### src/rtl/cpu_pkg.sv
// Shared CPU definitions: sequencer state encoding and instruction opcodes.
//   seq_state_t - 3-bit state of the fetch/decode/memory/writeback sequencer.
//   Opc*        - opcode values consumed by the instruction decoder.
package cpu_pkg;

    typedef enum logic [2:0] {
        StIdle   = 3'd0,
        StFetch  = 3'd1,
        StDecode = 3'd2,
        StMem    = 3'd3,
        StWb     = 3'd4,
        StHalted = 3'd5
    } seq_state_t;

    localparam logic [3:0] OpcAdd  = 4'h0;
    localparam logic [3:0] OpcSub  = 4'h1;
    localparam logic [3:0] OpcAnd  = 4'h2;
    localparam logic [3:0] OpcOr   = 4'h3;
    localparam logic [3:0] OpcLd   = 4'h8;
    localparam logic [3:0] OpcSt   = 4'h9;
    localparam logic [3:0] OpcHalt = 4'hF;

endpackage

### src/rtl/cpu_sequencer.sv
// Multi-cycle CPU control sequencer: IDLE -> FETCH -> DECODE -> (MEM) -> WB -> FETCH,
// with a terminal HALTED state left only by reset. Counts retired instructions.
// Ports:
//   clk, rst_n          - clock, asynchronous active-low reset
//   start               - level, leaves IDLE
//   imem_ack, dmem_ack  - memory handshakes, honoured only in FETCH / MEM
//   reg_write, mem_read, mem_write, halt - decoded flags of the instruction in IR
//   imem_req, ir_load   - fetch request and IR load strobe
//   dmem_req, dmem_we   - data access request and write qualifier
//   rf_we, pc_en        - writeback strobes, active only in WB
//   halted              - core stopped
//   state_o             - current state encoding
//   retired_cnt         - wrapping 16-bit retired instruction count
module cpu_sequencer
    import cpu_pkg::*;
(
    input  logic        clk,
    input  logic        rst_n,
    input  logic        start,
    input  logic        imem_ack,
    input  logic        dmem_ack,
    input  logic        reg_write,
    input  logic        mem_read,
    input  logic        mem_write,
    input  logic        halt,
    output logic        imem_req,
    output logic        ir_load,
    output logic        dmem_req,
    output logic        dmem_we,
    output logic        rf_we,
    output logic        pc_en,
    output logic        halted,
    output logic [2:0]  state_o,
    output logic [15:0] retired_cnt
);

    seq_state_t  state_q, state_d;
    logic [15:0] retired_cnt_q, retired_cnt_d;

    always_ff @(posedge clk or negedge rst_n) begin
        if (!rst_n) begin
            state_q       <= StIdle;
            retired_cnt_q <= 16'h0000;
        end else begin
            state_q       <= state_d;
            retired_cnt_q <= retired_cnt_d;
        end
    end

    // Outputs depend only on state plus same-cycle inputs, so reset drops every
    // request immediately together with the state.
    always_comb begin
        state_d       = state_q;
        retired_cnt_d = retired_cnt_q;
        imem_req      = 1'b0;
        ir_load       = 1'b0;
        dmem_req      = 1'b0;
        dmem_we       = 1'b0;
        rf_we         = 1'b0;
        pc_en         = 1'b0;
        halted        = 1'b0;

        unique case (state_q)
            StIdle: begin
                if (start) begin
                    state_d = StFetch;
                end
            end
            StFetch: begin
                imem_req = 1'b1;
                if (imem_ack) begin
                    ir_load = 1'b1;
                    state_d = StDecode;
                end
            end
            StDecode: begin
                if (halt) begin
                    state_d = StHalted;
                end else if (mem_read || mem_write) begin
                    state_d = StMem;
                end else begin
                    state_d = StWb;
                end
            end
            StMem: begin
                dmem_req = 1'b1;
                // Read and write together resolve to a write.
                dmem_we  = mem_write;
                if (dmem_ack) begin
                    state_d = StWb;
                end
            end
            StWb: begin
                rf_we         = reg_write;
                pc_en         = 1'b1;
                retired_cnt_d = retired_cnt_q + 16'd1;
                state_d       = StFetch;
            end
            StHalted: begin
                halted = 1'b1;
            end
            default: begin
                // Unused encodings recover to IDLE.
                state_d = StIdle;
            end
        endcase
    end

    assign state_o     = state_q;
    assign retired_cnt = retired_cnt_q;

endmodule

### config.mk
export PLATFORM = sky130hd
export DESIGN_NAME = cpu_sequencer
export DESIGN_NICKNAME = d
export VERILOG_FILES = /design/src/rtl/cpu_pkg.sv /design/src/rtl/cpu_sequencer.sv
export SDC_FILE = /design/constraint.sdc
export NUM_CORES = 1
export LEC_CHECK = 0
export CORE_ASPECT_RATIO = 0.6
export CORE_MARGIN = 8
export CORE_UTILIZATION = 44
export DETAILED_ROUTE_END_ITERATION = 8
export GPL_ROUTABILITY_DRIVEN = 0
export HOLD_SLACK_MARGIN = 0.05
export PLACE_DENSITY = 0.76
export SETUP_SLACK_MARGIN = 0.5
export SYNTH_ARGS = -nofsm -noshare
export SYNTH_HDL_FRONTEND = slang
export SYNTH_SLANG_ARGS = --single-unit
### constraint.sdc
create_clock -name clk -period 1.8 [get_ports clk]
set_input_delay 0.54 -clock clk [delete_from_list [all_inputs] [get_ports clk]]
set_output_delay 0.54 -clock clk [all_outputs]
set_load 0.03 [all_outputs]
==> impl_metrics.json <==
{
  "post_drt_wl_per_cell_um": 21.2,
  "path_clk_slew_ns": 0.08,
  "drc": 0,
  "synth_fa_ha_area_frac": 0.0124,
  "final_cell_mix": "buf_6, buf_4, dfrtp_2",
  "fp.dieH_um": 53.1,
  "grt-ovfl-total": 0,
  "diodes": 0,
  "yosys_warnings": 0,
  "setup_tns_ns": -0.307,
  "post-place-ws_ns": -0.127,
  "synth_xor_xnor_area_share": 0.130,
  "setup_viol": 7,
  "track_usage": 0.172,
  "vias": 1073,
  "core_mm2": 0.00216,
  "drive_gt1_frac": 0.698,
  "slew_headroom": 0.809,
  "vdd_drop_max_v": 0.00127,
  "cts-root-buf": "clkbuf_8",
  "post-dp-hpwl_um": 2110,
  "totalPowerFinal_uw": 2540,
  "slew_violations": 0,
  "syn_inst": 91,
  "grt_max_degree": 20,
  "clockBufferDepth": 2,
  "cts_num_sinks": 19,
  "muxShareOfSynthArea": 0.0211,
  "final_common_cell": "buf_6",
  "routed_via_density": 5.31,
  "final_util": 0.935,
  "cts_made_buffers": 3,
  "grt_first_pass_wirelength_um": 5420,
  "r2r_setup_slack_ns": 0.21,
  "maxCapViolations": 0,
  "critPathCaptureType": "primary output",
  "htree_levels": 1,
  "synth-seq-area-share": 0.471,
  "drt_iter0_drc": 52,
  "synth_compound_area_frac": 0.0521,
  "syn2layout_area_growth_pct": 101,
  "finalCritPeriodShare": 1.05,
  "die_w_um": 77.8,
  "cts_tree": "built",
  "initial_core_util": 0.466,
  "io_buffers": 34,
  "synth_seq_cells": 19,
  "die-area_mm2": 0.00413,
  "power_density_mw_per_mm2": 1260,
  "antenna_found_initial": 0,
  "required_ns": 1.26,
  "first_pass_iters": 4,
  "clk_latency_ns": 0.26,
  "synth_top_family_by_area": "simple AND/OR/NAND/NOR gates",
  "synth_top_area_share": 0.471,
  "holdBufCountCts": 0,
  "crit_path_max_fanout": 6,
  "skew_ns": 0.00521,
  "ys_types": 32,
  "cellLeakagePower_uw": 0.00100,
  "fillers": 68,
  "worst_hold_path_type": "reg -> reg",
  "crit_type": "reg -> out",
  "synth.largest_area_cell": "dfrtp_1",
  "synth-simple-area-share": 0.284,
  "grt_pass1_vias": 1011,
  "io_pins": 35,
  "syn_nets": 101,
  "ant_nets": 0,
  "num_rows": 13,
  "rsz0062_at_grt": "yes",
  "max_freq_ghz": 0.530,
  "hold_violations": 0,
  "hold_ws_ns": 0.574,
  "syn-mean-instance-area_um2": 11.1,
  "violations": "negative setup slack",
  "tightest_slew_ns": 0.285,
  "syn_area_mm2": 0.00101,
  "crit_path_start_kind": "register",
  "fin_ws_ns": -0.0858,
  "status": "finished, violations left",
  "finalNetCount": 183,
  "layout_min_cycle_time_ns": 1.89,
  "wl_um": 4290,
  "cp.arrival_ns": 1.35,
  "synthTopCellsByArea": "dfrtp_1, xor2_1, xnor2_1"
}
==> where the power goes <==
| part | switching, uW | internal [uW] | total, uW |
|---|---|---|---|
| registers | 115 | 512 | 627 |
| logic | 782 | 830 | 1610 |
| clock network | 148 | 154 | 302 |
| total | 1040 | 1500 | 2540 |
==> path summary, 6_finish.rpt <==
check / start / end / depth (start not counted)
setup / recovery: state_o[2] / dmem_we / 3
hold / removal: retired_cnt[14] / retired_cnt[14] / 2
setup reg to reg: state_o[0] / retired_cnt[9] / 5
hold reg to reg: retired_cnt[14] / retired_cnt[14] / 2
max in group asynchronous: rst_n / retired_cnt[0] / 2
min in group asynchronous: rst_n / retired_cnt[10] / 2
==> kinds of logic after synthesis <==
family,count (synthesis)
AOI/OAI and AO/OA,8
xor gates and xnor gates,15
adders and majority gates,1
buffers and inverters,5
DFF,19
muxes,2
and+or+nand+nor,41
==> final cells by class <==
cell class                      count  area [um2]  share of cell area
Inverter                            2        10.0             0.00495
Clock inverter                      1        5.00             0.00247
Multi-Input combinational cell     67         661               0.327
Tap cell                           30        37.5              0.0186
Clock buffer                        3        41.3              0.0204
Sequential cell                    19         493               0.244
Timing Repair Buffer               80         776               0.383
==> routing by layer <==
layer / track usage / vias to the layer above / wire length (um)
met5: 0 / - / 0
met4: 0.0186 / 0 / 55
met3: 0.0524 / 6 / 292
met2: 0.317 / 49 / 2130
met1: 0.201 / 539 / 1810
li1: - / 479 / -
==> timing repair <==
action,CTS,global route
resized for setup,162,19
endpoints found under the setup margin,40,44
pin swaps,15,17
cloned,0,1
buffers inserted,22,12
==> stage by stage <==
stage	cell area, um2	cells
after floorplan	1090	91
after global placement	1500	163
after detailed placement	1500	163
after CTS	1830	189
after global routing	2020	202
final	2020	202
==> registers in the layout, indices dropped and copies added (netlist names) <==
signal and flops:
retired_cnt 16, state_o 3
==> Yosys cell counts <==
cell type  instances
a21oi_1            3
and2_1             2
and2b_1            1
and3_1             2
and4_1             1
buf_2              2
buf_6              1
dfrtp_1           19
ha_1               1
inv_1              2
mux2_2             1
mux2i_1            1
nand2_1            5
nand2b_1           3
nand3_1            3
nand4_1            4
nand4_4            1
nand4bb_4          1
nor2_1             8
nor2b_1            2
nor3_1             2
nor3_2             2
nor4_1             1
nor4_4             1
o21a_1             1
o21ai_0            2
o221ai_1           1
o41a_1             1
or2_4              1
or4b_1             1
xnor2_1            7
xor2_1             8
==> critical path, stage by stage (launching register included) <==
cell,delay [ns]
dfrtp_2,0.47
and2b_2,0.29
and3_4,0.19
buf_6,0.13
(Power assumes the default switching activity.)
